==> src/rtl/multicycle_alu.sv <==
// rtl/multicycle_alu.sv - execution-stage ALU with single-cycle logic ops and iterative MUL/DIV
// START/BUSY/DONE handshake; all result outputs are registered.

module multicycle_alu #(
  parameter int WIDTH = 32,
  parameter int CNT_W = 6
) (
  input  logic             CLK,
  input  logic             RST,
  input  logic             START,
  input  logic [2:0]       OP,
  input  logic [WIDTH-1:0] A,
  input  logic [WIDTH-1:0] B,
  output logic [WIDTH-1:0] RES,
  output logic [WIDTH-1:0] HI,
  output logic             ZERO,
  output logic             DZ,
  output logic             BUSY,
  output logic             DONE
);

  typedef enum logic [1:0] {
    IDLE,
    RUN_MUL,
    RUN_DIV
  } state_t;

  localparam logic [2:0] OP_ADD = 3'b000;
  localparam logic [2:0] OP_SUB = 3'b001;
  localparam logic [2:0] OP_AND = 3'b010;
  localparam logic [2:0] OP_OR  = 3'b011;
  localparam logic [2:0] OP_SLT = 3'b100;
  localparam logic [2:0] OP_MUL = 3'b101;
  localparam logic [2:0] OP_DIV = 3'b110;
  localparam logic [2:0] OP_NOP = 3'b111;

  localparam logic [CNT_W-1:0] LAST = CNT_W'(WIDTH - 1);

  state_t           state, state_nxt;
  logic [CNT_W-1:0] cnt, cnt_nxt;

  // acc_hi/acc_lo: partial product (MUL) or remainder/quotient (DIV); opnd holds the fixed operand
  logic [WIDTH-1:0] acc_hi, acc_hi_nxt;
  logic [WIDTH-1:0] acc_lo, acc_lo_nxt;
  logic [WIDTH-1:0] opnd, opnd_nxt;

  logic [WIDTH-1:0] res_nxt, hi_nxt;
  logic             zero_nxt, dz_nxt, done_nxt;

  logic [WIDTH-1:0] alu_res;
  logic [WIDTH:0]   mul_sum;
  logic [WIDTH-1:0] mul_hi, mul_lo;
  logic [WIDTH:0]   div_sh;
  logic             div_ok;
  logic [WIDTH-1:0] div_hi, div_lo;

  always_comb begin
    alu_res = '0;
    case (OP)
      OP_ADD:  alu_res = A + B;
      OP_SUB:  alu_res = A - B;
      OP_AND:  alu_res = A & B;
      OP_OR:   alu_res = A | B;
      OP_SLT:  alu_res = {{(WIDTH-1){1'b0}}, ($signed(A) < $signed(B))};
      default: alu_res = '0;
    endcase
  end

  // One shift-add step: add multiplicand if LSB set, then shift the {hi,lo} pair right.
  always_comb begin
    mul_sum = {1'b0, acc_hi} + {1'b0, (acc_lo[0] ? opnd : {WIDTH{1'b0}})};
    mul_hi  = mul_sum[WIDTH:1];
    mul_lo  = {mul_sum[0], acc_lo[WIDTH-1:1]};
  end

  // One restoring step: the difference fits WIDTH bits whenever the subtract is taken.
  always_comb begin
    div_sh = {acc_hi, acc_lo[WIDTH-1]};
    div_ok = (div_sh >= {1'b0, opnd});
    div_hi = div_ok ? (div_sh[WIDTH-1:0] - opnd) : div_sh[WIDTH-1:0];
    div_lo = {acc_lo[WIDTH-2:0], div_ok};
  end

  always_comb begin
    state_nxt  = state;
    cnt_nxt    = cnt;
    acc_hi_nxt = acc_hi;
    acc_lo_nxt = acc_lo;
    opnd_nxt   = opnd;
    res_nxt    = RES;
    hi_nxt     = HI;
    zero_nxt   = ZERO;
    dz_nxt     = DZ;
    done_nxt   = 1'b0;
    unique case (state)
      IDLE: begin
        if (START) begin
          case (OP)
            OP_MUL: begin
              state_nxt  = RUN_MUL;
              cnt_nxt    = '0;
              acc_hi_nxt = '0;
              acc_lo_nxt = B;
              opnd_nxt   = A;
            end
            OP_DIV: begin
              if (B == '0) begin
                res_nxt  = '1;
                hi_nxt   = A;
                zero_nxt = 1'b0;
                dz_nxt   = 1'b1;
                done_nxt = 1'b1;
              end else begin
                state_nxt  = RUN_DIV;
                cnt_nxt    = '0;
                acc_hi_nxt = '0;
                acc_lo_nxt = A;
                opnd_nxt   = B;
              end
            end
            OP_NOP: begin
              done_nxt = 1'b1;
            end
            default: begin
              res_nxt  = alu_res;
              hi_nxt   = '0;
              zero_nxt = (alu_res == '0);
              dz_nxt   = 1'b0;
              done_nxt = 1'b1;
            end
          endcase
        end
      end
      RUN_MUL: begin
        acc_hi_nxt = mul_hi;
        acc_lo_nxt = mul_lo;
        cnt_nxt    = cnt + CNT_W'(1);
        if (cnt == LAST) begin
          state_nxt = IDLE;
          res_nxt   = mul_lo;
          hi_nxt    = mul_hi;
          zero_nxt  = (mul_lo == '0);
          dz_nxt    = 1'b0;
          done_nxt  = 1'b1;
        end
      end
      RUN_DIV: begin
        acc_hi_nxt = div_hi;
        acc_lo_nxt = div_lo;
        cnt_nxt    = cnt + CNT_W'(1);
        if (cnt == LAST) begin
          state_nxt = IDLE;
          res_nxt   = div_lo;
          hi_nxt    = div_hi;
          zero_nxt  = (div_lo == '0);
          dz_nxt    = 1'b0;
          done_nxt  = 1'b1;
        end
      end
      default: begin
        state_nxt = IDLE;
      end
    endcase
  end

  always_ff @(posedge CLK) begin
    if (RST) begin
      state  <= IDLE;
      cnt    <= '0;
      acc_hi <= '0;
      acc_lo <= '0;
      opnd   <= '0;
      RES    <= '0;
      HI     <= '0;
      ZERO   <= 1'b0;
      DZ     <= 1'b0;
      DONE   <= 1'b0;
    end else begin
      state  <= state_nxt;
      cnt    <= cnt_nxt;
      acc_hi <= acc_hi_nxt;
      acc_lo <= acc_lo_nxt;
      opnd   <= opnd_nxt;
      RES    <= res_nxt;
      HI     <= hi_nxt;
      ZERO   <= zero_nxt;
      DZ     <= dz_nxt;
      DONE   <= done_nxt;
    end
  end

  assign BUSY = (state != IDLE);

endmodule

==> config.mk <==
export PLATFORM = sky130hd
export DESIGN_NAME = multicycle_alu
export DESIGN_NICKNAME = d
export VERILOG_FILES = /design/src/rtl/multicycle_alu.sv
export SDC_FILE = /design/constraint.sdc
export NUM_CORES = 1
export LEC_CHECK = 0
export CAP_MARGIN = 0
export CELL_PAD_IN_SITES_DETAIL_PLACEMENT = 0
export CELL_PAD_IN_SITES_GLOBAL_PLACEMENT = 1
export CORE_ASPECT_RATIO = 0.8
export CORE_UTILIZATION = 44
export CTS_CLUSTER_DIAMETER = 60
export DETAILED_ROUTE_END_ITERATION = 16
export HOLD_SLACK_MARGIN = 0.08
export PLACE_DENSITY = 0.79
export SKIP_CTS_REPAIR_TIMING = 1
export SKIP_LAST_GASP = 1
export SYNTH_ARGS = -nofsm -noshare
export SYNTH_HDL_FRONTEND = slang
export SYNTH_SLANG_ARGS = --single-unit
==> constraint.sdc <==
create_clock -name CLK -period 4.4 [get_ports CLK]
set_input_delay 0.88 -clock CLK [delete_from_list [all_inputs] [get_ports CLK]]
set_output_delay 0.88 -clock CLK [all_outputs]
set_load 0.01 [all_outputs]
Word level (Yosys, flattened, before mapping)
Cells that the tools add are included.
{"block": "word_totals", "ff_bits": 171, "input_bits": 70, "word_cells": 106, "out_inout_bits": 68}
{"block": "op_classes", "bitwise": 2, "n_eq_ne": 19, "add_sub_neg": 5, "reduce_logical": 18, "mux": 50, "magnitude_cmp": 2}
{"cell": "32-bit 2-to-1 mux", "count": 15}
{"cell": "32-bit case mux with 3 select lines", "count": 4}
{"cell": "32-bit case mux with 2 select lines", "count": 5}
{"cell": "32-bit case mux with 5 select lines", "count": 1}
{"cell": "32-bit logical NOT", "count": 4}
{"cell": "32-bit subtractor", "count": 2}
{"cell": "32-bit by 32-bit adder with 33-bit output", "count": 1}
{"cell": "33-bit by 32-bit >= comparator with 1-bit output", "count": 1}
{"cell": "32-bit adder", "count": 1}
{"cell": "32-bit AND", "count": 1}
{"cell": "32-bit < comparator", "count": 1}
{"cell": "32-bit bitwise OR", "count": 1}
{"cell": "6-bit case mux with 2 select lines", "count": 2}
{"cell": "4-bit AND reduction", "count": 4}
{"cell": "3-bit equality test, second input constant", "count": 4}
{"cell": "6-bit 2-to-1 mux", "count": 2}
{"cell": "1-bit 2-to-1 mux", "count": 10}
{"cell": "2-bit != test, second input constant", "count": 5}
{"cell": "1-bit case mux with 2 select lines", "count": 5}
{"cell": "2-bit case mux with 2 select lines", "count": 2}
{"cell": "6-bit by 1-bit adder with 6-bit output, second input constant", "count": 1}
{"cell": "3-bit by 2-bit equality test with 1-bit output, second input constant", "count": 2}
{"cell": "6-bit by 5-bit equality test with 1-bit output, second input constant", "count": 1}
{"cell": "2-bit 2-to-1 mux", "count": 3}
{"cell": "other kinds (14)", "count": 18}

Longest topological paths before layout
Gate-level depths: netlist of run 1.
{"block": "logic_depth", "ltp_word": 6, "depth_mapped": 16, "ltp_nobuf": 15}

Worst setup path after synthesis of run 1
OpenSTA, ideal clock, no wires.
{"block": "synth_path", "path_kind": "input -> register", "start": "input B[4]", "end": "register RES[27]", "setup_time_ps": 70, "required_time_ps": 4330, "n_path_buf": 1, "cell_stages": 14, "t_arrival_ps": 3714, "path_slack_ps": 616, "path_cell_list": "inv_1 -> ha_1 -> buf_2 -> nor3b_1 -> or2_1 -> o31a_1 -> o211a_1 -> o21a_1 -> o211ai_1 -> nand2_1 -> a2111o_1 -> and3_1 -> a221o_1 -> a21oi_1"}
{"block": "synth_between", "elab_chain_len": 5, "word_cells_on_any_way": 9, "classes_between": "add/sub: 2; eq/ne: 1; mux: 4; reduce/logical: 2"}
{"item": "start: declaration", "line_no": "13", "source": "input logic [WIDTH-1:0] B,"}
{"item": "32-bit subtractor or 32-bit adder (tied branches)", "line_no": "61, 60"}
{"item": "32-bit case mux with 5 select lines", "line_no": "59", "source": "case (OP)"}
{"item": "32-bit case mux with 2 select lines", "line_no": "98", "source": "case (OP)"}
{"item": "32-bit 2-to-1 mux", "line_no": "97", "source": "if (START) begin"}
{"item": "32-bit case mux with 3 select lines", "line_no": "95", "source": "unique case (state)"}
{"item": "end signal: assignment", "line_no": "184", "source": "RES <= res_nxt;"}
{"item": "end: declaration", "line_no": "14", "source": "output logic [WIDTH-1:0] RES,"}
Several ways; a longest one is shown, not always the timed one. The select of a mux whose other input is x is not followed.
A chain may end at the register's enable or synchronous reset.

Worst setup path after layout of run 1
{"block": "layout_path", "start": "input B[2]", "end": "register ZERO"}
{"block": "layout_between", "elab_chain_len": 6, "word_cells_on_any_way": 13, "classes_between": "add/sub: 2; order compare: 1; eq/ne: 1; mux: 4; bitwise: 2; reduce/logical: 3"}
{"item": "32-bit subtractor (tied with other cells)", "line_no": "61", "source": "OP_SUB: alu_res = A - B;"}
{"item": "32-bit case mux with 5 select lines", "line_no": "59"}
{"item": "32-bit logical NOT", "line_no": "127", "source": "zero_nxt = (alu_res == '0);"}
{"item": "1-bit case mux with 2 select lines", "line_no": "98"}
{"item": "1-bit 2-to-1 mux", "line_no": "97"}
{"item": "1-bit case mux with 3 select lines", "line_no": "95"}
{"item": "end signal: assignment", "line_no": "186", "source": "ZERO <= zero_nxt;"}
{"item": "end: declaration", "line_no": "16", "source": "output logic ZERO,"}
Several ways; a longest one is shown, not always the timed one. The select of a mux whose other input is x is not followed.

==> flow_summary.json, run 1 <==
{
  "dp_hpwl_um": 57400,
  "cts_buffer_depth": 2,
  "worst-setup-path-type": "input port to register",
  "yosysTopAreaCellShare": 0.202,
  "num_vias": 20000,
  "fin_crit_sh": 0.978,
  "fillCellCount": 3667,
  "crit_fanout": 5,
  "layout.area.seq_sq_mm": 0.00342,
  "insertion_delay_ps": 470,
  "hold_class": "register to register",
  "synthTopCellsByArea": "dfxtp_1 20%, ha_1 13%, a21oi_1 6.8%",
  "tritoncts": "yes",
  "grt_util_all_layers": 0.366,
  "slew-limit-headroom": 0.468,
  "drive_above_1_share": 0.176,
  "cp.buffers_inverters": 7,
  "place_inst": 3163,
  "cp_slowest_stage_delay_ps": 520,
  "start_util": 0.452,
  "rsz0062_at_grt": "true",
  "vias_per_cell": 6.26,
  "drt_pre_antenna_iters": 6,
  "cp_slowest_cell": "clkdlybuf4s50_1",
  "ys_ff_latch": 171,
  "die_h_um": 178,
  "nets": 2952,
  "n_antenna_cell": 0,
  "finish.utilization": 0.585,
  "cts_sinks": 171,
  "die_x_um": 221,
  "peakVddDrop_mv": 0.285,
  "fin_crit_ps": 4300,
  "num_rows": 63,
  "power.total_mw": 6.43,
  "stdcell_count": 3198,
  "critPathArrivalTime_ps": 4680,
  "fin_area_sq_mm": 0.0220,
  "setup_ws_ps": 98.2,
  "drv_cap": 0,
  "power_density_mw_per_mm2": 293,
  "antenna_found_initial": 1,
  "synth-edff-count": 0,
  "core_area_sq_mm": 0.0375,
  "slew_viol_final": 0,
  "worst_slew_pin_slew_ps": 797,
  "start_kind": "input port",
  "critPathCaptureType": "register",
  "whs_ps": 453,
  "synth_cell_type_count": 85,
  "avgSynthCellArea_sq_um": 7.20,
  "finalClockSkew_ps": 13.3,
  "synth_top_cells_by_count": "304 x nor2_1, 231 x a21oi_1, 198 x nand2_1, 180 x ha_1, 171 x dfxtp_1",
  "crit_top_cell": "buf_4",
  "setup_tns_ps": 0,
  "htree_levels": 4,
  "final_antenna_net_count": 0,
  "cts_buffers": 17,
  "clk_pin_slew_ps": 80,
  "power.leakage_nw": 9.40,
  "gp_congestion": 1.02,
  "grt_pass1_wl_um": 111000,
  "wl_per_cell_um": 23.0,
  "root_buffer": "clkbuf_16",
  "grt_start_max_net_pins": 95,
  "drcViolationCount": 0,
  "io_buffer_count": 137,
  "finalHoldViolCount": 0,
  "drt-total-wl_um": 73500,
  "cp.required_ps": 4780,
  "synth.most_common_cell": "nor2_1",
  "grt_pass1_vias": 18500,
  "syn_nets": 2608,
  "ioPinCount": 138,
  "finalSetupViolCount": 0,
  "synth_sequential_area_ratio": 0.202,
  "syn_inst": 2354,
  "synth_flop_cell": "dfxtp_1",
  "status": "finished clean",
  "dp_slack_ps": -696,
  "drt-initial-drc-count": 2299,
  "placed_area_sq_mm": 0.0210,
  "grt-ovfl-total": 0,
  "syn_to_final_growth_pct": 29.6,
  "dieArea_sq_mm": 0.0393,
  "syn_area_sq_mm": 0.0169,
  "cp_cell_sequence": "clkdlybuf4s50_1 > inv_1 > ha_2 > buf_4 > a211oi_1 > buf_4 > nor3_4 > o21bai_2 > buf_4 > a21oi_2 > o21ai_2 > buf_4 > nor4_2 > mux2i_1 > a2111oi_2 > buf_4 > nand4_1 > o32ai_2",
  "crit_family": "buffers and inverters",
  "timing.fmax_mhz": 232,
  "ys_async_sr_fraction": 0,
  "synth_area_leader_cell": "dfxtp_1",
  "yosys_warnings": 0,
  "multi_input_area_sq_mm": 0.0127
}
## worst min-delay path, delay by kind of cell (launching register included)
kind	cells	cell delay (ps)
and+or+nand+nor	1	50
AOI/OAI and AO/OA	1	50
DFF	1	310
## logic make-up after synthesis
kind of cell	share of synthesized area
and+or+nand+nor	0.212
AOI/OAI and AO/OA	0.323
buffers and inverters	0.0693
adders and majority gates	0.138
DFF	0.202
xor gates and xnor gates	0.0357
muxes	0.0201
## worst paths after layout
path                            slack [ps]  cells after the start    start      end
worst min-delay path                   450                      2  RES[18]  RES[18]
worst min register to register         450                      2  RES[18]  RES[18]
worst max register to register         130                     14  opnd[0]   HI[31]
worst max-delay path                   100                     18     B[2]     ZERO
## area by class of cell
class | instances | area share
Sequential cell | 171 | 0.156
Inverter | 152 | 0.0260
Timing Repair Buffer | 483 | 0.185
Clock inverter | 13 | 0.00763
Clock buffer | 19 | 0.0206
Tap cell | 487 | 0.0277
Multi-Input combinational cell | 1873 | 0.577
## routing by layer
layer	wire [um]	vias up	track usage
li1	-	9301	-
met1	33200	9532	0.511
met2	31300	1070	0.565
met3	6800	130	0.0700
met4	2190	0	0.112
met5	0	-	0
## report_power, final
group          switching (mW)  total, mW  internal (mW)  leakage [nW]
registers               0.118       1.79           1.67          1.40
logic                    1.68       2.99           1.31          7.69
clock network           0.804       1.65          0.849         0.305
total                    2.60       6.43           3.82          9.40
## cells in the final DEF, fill, tap and decap left out, types with 17 or more instances in the layout
cell / netlist / final
buf_4: 0 / 338
nor2_1: 304 / 302
a21oi_1: 231 / 227
nand2_1: 198 / 196
ha_1: 180 / 174
dfxtp_1: 171 / 171
inv_1: 136 / 135
clkdlybuf4s50_1: 0 / 135
a211oi_1: 105 / 102
nor3_1: 75 / 69
o21ai_0: 51 / 51
o211ai_1: 51 / 51
xnor2_1: 51 / 51
a21o_1: 46 / 46
nand3_1: 42 / 42
and2_1: 40 / 40
a311oi_1: 39 / 38
nor4_1: 37 / 33
mux2i_1: 28 / 28
a31oi_1: 23 / 22
a221oi_1: 23 / 22
a221o_1: 21 / 21
o31ai_1: 19 / 19
o21bai_1: 21 / 19
xor2_1: 18 / 18
inv_2: 16 / 17
nand4_1: 17 / 17
and3_1: 17 / 17
o21ai_1: 22 / 17
o21a_1: 17 / 17
clkbuf_16: 0 / 17
## registers in the layout (all words and copies together), names as in the netlist
register / cells
RES: 32
HI: 32
opnd: 32
state: 2
DONE: 1
acc_lo: 32
DZ: 1
cnt: 6
ZERO: 1
acc_hi: 32
(Power assumes the default switching activity.)
==> run 2: changes to the inputs <==
--- a/config.mk
+++ b/config.mk
@@ -9,13 +9,15 @@
 export CELL_PAD_IN_SITES_DETAIL_PLACEMENT = 0
 export CELL_PAD_IN_SITES_GLOBAL_PLACEMENT = 1
 export CORE_ASPECT_RATIO = 0.8
-export CORE_UTILIZATION = 44
+export CORE_UTILIZATION = 40
 export CTS_CLUSTER_DIAMETER = 60
 export DETAILED_ROUTE_END_ITERATION = 16
 export HOLD_SLACK_MARGIN = 0.08
-export PLACE_DENSITY = 0.79
+export PLACE_DENSITY = 0.73
+export REMOVE_ABC_BUFFERS = 1
 export SKIP_CTS_REPAIR_TIMING = 1
 export SKIP_LAST_GASP = 1
+export SLEW_MARGIN = 5
 export SYNTH_ARGS = -nofsm -noshare
 export SYNTH_HDL_FRONTEND = slang
 export SYNTH_SLANG_ARGS = --single-unit
==> run 2 against run 1 <==
  * Clock power barely moved
  * Sequential share of layout area hardly changed
  * The run now ends with setup timing left
  * Total power is 0.87% lower
  * Non-clock buffer count rose by 14
  * Critical path type unchanged
  * Final area rose by 0.30%
  * Largest cell class unchanged
==> flow_summary.json, run 2 (synthesis results as in run 1) <==
{
  "dieArea_sq_mm": 0.0432,
  "crit_fanout": 4,
  "core_area_sq_mm": 0.0418,
  "vias_per_cell": 5.97,
  "die_x_um": 232,
  "grt_util_all_layers": 0.337,
  "syn_to_final_growth_pct": 30.0,
  "grt-ovfl-total": 0,
  "start_kind": "input port",
  "power_density_mw_per_mm2": 289,
  "nets": 2966,
  "drt-initial-drc-count": 1746,
  "finalSetupViolCount": 1,
  "slew-limit-headroom": 0.318,
  "drt_pre_antenna_iters": 6,
  "sequentialPowerShare": 0.280,
  "layout.area.seq_sq_mm": 0.00342,
  "ioPinCount": 138,
  "drcViolationCount": 0,
  "worst-setup-path-type": "input port to register",
  "slew_viol_final": 0,
  "clk_pin_slew_ps": 70,
  "io_buffer_count": 137,
  "timing.fmax_mhz": 223,
  "finalClockSkew_ps": 13.6,
  "violations": "setup timing",
  "status": "finished, violations left",
  "drt-total-wl_um": 74200,
  "finish.utilization": 0.527,
  "p_switching_mw": 2.57,
  "die_h_um": 186,
  "gp_congestion": 0.963,
  "grt_pass1_wl_um": 111000,
  "setup_tns_ps": -81.6,
  "cts_buffers": 17,
  "finalHoldViolCount": 0,
  "root_buffer": "clkbuf_16",
  "multi_input_area_sq_mm": 0.0126,
  "drv_cap": 0,
  "setup_ws_ps": -81.6,
  "combPwrFrac": 0.464,
  "fillCellCount": 4126,
  "wl_per_cell_um": 22.7,
  "grt_pass1_vias": 18300,
  "drive_above_1_share": 0.172,
  "insertion_delay_ps": 470,
  "pwr-share-clk": 0.256,
  "antenna_found_initial": 0,
  "worst_slew_pin_slew_ps": 1020,
  "hold_class": "register to register",
  "critPathArrivalTime_ps": 4860,
  "cp.required_ps": 4780,
  "grt_start_max_net_pins": 88,
  "place_inst": 3242,
  "htree_levels": 4,
  "power.total_mw": 6.37,
  "final_common_cell": "buf_4",
  "fin_crit_ps": 4480,
  "cts_buffer_depth": 2,
  "tritoncts": "yes",
  "n_antenna_cell": 0,
  "num_vias": 19600,
  "final_antenna_net_count": 0,
  "p_int_mw": 3.80,
  "start_util": 0.405,
  "power.leakage_nw": 9.44,
  "dp_slack_ps": -1020,
  "dp_hpwl_um": 57700,
  "num_rows": 67,
  "layout_common_cells": "350 x buf_4, 301 x nor2_1, 230 x a21oi_1, 198 x nand2_1, 177 x ha_1",
  "rsz0062_at_grt": "true",
  "swShare": 0.404,
  "critPathCaptureType": "register",
  "fin_crit_sh": 1.02,
  "cts_sinks": 171,
  "stdcell_count": 3276,
  "peakVddDrop_mv": 0.320
}
[run 2: changes by cell type in the layout (fill, tap and decap cells not counted), sizes merged]
cell and change:
clkbuf -1, clkinv -1, clkinvlp +1, buf +14
[run 2: path summary, 6_finish.rpt]
path,depth (start not counted),slack [ps],endpoint,start
max,19,-80,ZERO,A[0]
min,2,450,RES[26],RES[26]
max reg2reg,15,200,acc_hi[30],acc_lo[31]
min reg2reg,2,450,RES[26],RES[26]
[run 2: power by group through the flow]
stage / clock [mW] / combinational, mW / sequential [mW]
after floorplan: 0 / 1.61 / 1.81
after global placement: 0 / 2.86 / 1.82
after detailed placement: 0 / 2.86 / 1.82
after CTS: 1.64 / 2.88 / 1.78
after global routing: 1.70 / 3.18 / 1.80
final: 1.63 / 2.96 / 1.79
[run 2: per-layer routing]
metal | track usage | routed length [um] | up-vias
met5 | 0 | 0 | -
met4 | 0.109 | 2090 | 0
met3 | 0.0388 | 4190 | 106
met2 | 0.541 | 33200 | 705
met1 | 0.468 | 34700 | 9429
li1 | - | - | 9331
[run 2: per-stage QoR]
stage	hold slack, ps	instance area [sq um]
after floorplan	443	16300
after global placement	440	21300
after detailed placement	444	21300
after CTS	453	21800
after global routing	476	22000
final	452	22000
[run 2: critical path: stages]
cell             delay, ps
clkdlybuf4s50_1        520
inv_1                   70
ha_1                   220
fa_1                   400
o21bai_1               160
buf_4                  140
a2111oi_2               60
buf_4                  170
nor3_1                 240
a211oi_2                70
buf_4                  190
o21ai_2                210
o41ai_2                110
buf_4                  160
o21bai_2               190
a31oi_4                180
a2111oi_4              460
nand4b_1               150
o32ai_1                260
[run 2: final cells by class]
type / count / share of cell area
flip-flops and latches: 171 / 0.155
well taps: 552 / 0.0314
repair buffers: 497 / 0.190
clock buffers: 18 / 0.0199
inverters: 152 / 0.0259
multi-input cells: 1873 / 0.570
clock inverters: 13 / 0.00687
==> run 3: changes to the inputs <==
--- a/config.mk
+++ b/config.mk
@@ -5,15 +5,17 @@
 export SDC_FILE = /design/constraint.sdc
 export NUM_CORES = 1
 export LEC_CHECK = 0
+export ABC_CLOCK_PERIOD_IN_PS = 4400
 export CAP_MARGIN = 0
 export CELL_PAD_IN_SITES_DETAIL_PLACEMENT = 0
 export CELL_PAD_IN_SITES_GLOBAL_PLACEMENT = 1
 export CORE_ASPECT_RATIO = 0.8
-export CORE_UTILIZATION = 40
+export CORE_UTILIZATION = 44
 export CTS_CLUSTER_DIAMETER = 60
 export DETAILED_ROUTE_END_ITERATION = 16
+export GPL_TIMING_DRIVEN = 0
 export HOLD_SLACK_MARGIN = 0.08
-export PLACE_DENSITY = 0.73
+export PLACE_DENSITY = 0.79
 export REMOVE_ABC_BUFFERS = 1
 export SKIP_CTS_REPAIR_TIMING = 1
 export SKIP_LAST_GASP = 1
==> run 3 against run 2 <==
  * The flow now finishes without violations
  * Cell count down 12%
  * Critical path type unchanged
  * Global-route usage decreased by 0.30 points
  * Clock power is essentially flat
  * Critical endpoint unchanged
  * Final area shrank 9.6%
  * Largest power group unchanged
  * Largest cell class unchanged
  * First-iteration DRC count grew 7.0%
==> flow_summary.json, run 3 (synthesis results as in run 1) <==
{
  "fin_area_sq_mm": 0.0199,
  "n_antenna_cell": 0,
  "critPathArrivalTime_ps": 4730,
  "grt_pass1_vias": 17100,
  "htree_levels": 4,
  "cts_buffers": 17,
  "whs_ps": 449,
  "cts_buffer_depth": 2,
  "ioPinCount": 138,
  "placed_area_sq_mm": 0.0188,
  "p_switching_mw": 2.49,
  "clk_pin_slew_ps": 70,
  "worst-setup-path-type": "input port to register",
  "fin_crit_sh": 0.987,
  "cp_cell_sequence": "clkdlybuf4s50_1 > inv_2 > nand2_2 > o211ai_1 > nor4b_2 > o2111ai_1 > nor4_2 > o2111ai_1 > nor4b_2 > nand4b_1 > o32ai_1",
  "drt_pre_antenna_iters": 8,
  "reg2reg_from": "acc_lo[0]",
  "num_vias": 18500,
  "power.total_mw": 6.05,
  "drt-initial-drc-count": 1869,
  "worst_slew_pin_slew_ps": 1100,
  "cts_sinks": 171,
  "finalClockSkew_ps": 13.5,
  "nets": 2642,
  "multi_input_area_sq_mm": 0.0128,
  "insertion_delay_ps": 480,
  "hold_class": "register to register",
  "cp.required_ps": 4780,
  "drcViolationCount": 0,
  "cp_slowest_cell": "clkdlybuf4s50_1",
  "final_common_cell": "nor2_1",
  "dieArea_sq_mm": 0.0393,
  "setup_ws_ps": 59.1,
  "p_int_mw": 3.57,
  "swShare": 0.411,
  "crit_family": "simple AND/OR/NAND/NOR gates",
  "layout.area.seq_sq_mm": 0.00343,
  "cp.buffers_inverters": 2,
  "peakVddDrop_mv": 0.297,
  "drt-total-wl_um": 67000,
  "finish.utilization": 0.530,
  "start_kind": "input port",
  "io_buffer_count": 137,
  "grt_start_max_net_pins": 106,
  "rsz0062_at_grt": "true",
  "crit_fanout": 23,
  "slew-limit-headroom": 0.266,
  "root_buffer": "clkbuf_16",
  "syn_to_final_growth_pct": 17.4,
  "vias_per_cell": 6.39,
  "startpoint": "OP[2]",
  "finalHoldViolCount": 0,
  "sequentialPowerShare": 0.296,
  "drv_cap": 0,
  "status": "finished clean",
  "finalSetupViolCount": 0,
  "gp_congestion": 0.937,
  "die_h_um": 178,
  "dp_slack_ps": -1400,
  "start_util": 0.452,
  "min-delay-start": "RES[7]",
  "grt-ovfl-total": 0,
  "timing.fmax_mhz": 230,
  "layout_common_cells": "298 x nor2_1, 224 x a21oi_1, 194 x nand2_1, 170 x dfxtp_1, 160 x ha_1",
  "wl_per_cell_um": 23.2,
  "final_antenna_net_count": 0,
  "combPwrFrac": 0.439,
  "grt_util_all_layers": 0.334,
  "dp_hpwl_um": 49800,
  "tritoncts": "yes",
  "core_area_sq_mm": 0.0375,
  "fillCellCount": 3708,
  "antenna_found_initial": 1,
  "die_x_um": 221,
  "critPathCaptureType": "register",
  "pwr-share-clk": 0.265,
  "fin_crit_ps": 4340,
  "slew_viol_final": 0,
  "grt_pass1_wl_um": 101000,
  "power.leakage_nw": 8.17,
  "num_rows": 63,
  "power_density_mw_per_mm2": 304,
  "drive_above_1_share": 0.0820,
  "cp_slowest_stage_delay_ps": 870
}
-- run 3: layer usage --
| layer | part of all wire | GRT usage | up-vias |
|---|---|---|---|
| met3 | 0.081 | 0.0646 | 120 |
| met5 | 0.00016 | 0 | - |
| li1 | - | - | 8694 |
| met4 | 0.032 | 0.133 | 2 |
| met2 | 0.42 | 0.499 | 776 |
| met1 | 0.47 | 0.470 | 8876 |
-- run 3: area by class of cell --
type	instances	share of cell area
Multi-Input combinational cell	1873	0.645
Sequential cell	171	0.172
Timing Repair Buffer	173	0.0944
Tap cell	487	0.0306
Inverter	152	0.0287
Clock buffer	20	0.0229
Clock inverter	12	0.00641
-- run 3: tightest hold or removal path, cell delays in order (launching register included) --
cell and delay, ps:
dfxtp_1 310, nand2_1 50, a21oi_1 50
-- run 3: power groups by stage --
stage	sequential, mW	clock, mW	combinational (mW)
floorplan	1.81	0	1.61
global placement	1.82	0	2.47
detailed placement	1.82	0	2.48
CTS	1.79	1.61	2.49
global route	1.80	1.67	2.87
finish	1.79	1.61	2.66
-- run 3: per-stage QoR --
step | TNS (ps) | cells
2_1_floorplan | -198530 | 2196
3_3_place_gp | -1273390 | 2820
3_5_place_dp | -32810 | 2845
4_1_cts | -23340 | 2877
5_1_grt | -83.4 | 2888
6_report | 0 | 2888
-- run 3: worst paths after layout --
check | to | slack [ps] | cells past startpoint
worst min-delay path | RES[7] | 450 | 2
worst max register to register | HI[31] | 140 | 14
worst min register to register | RES[7] | 450 | 2
worst max-delay path | ZERO | 60 | 11
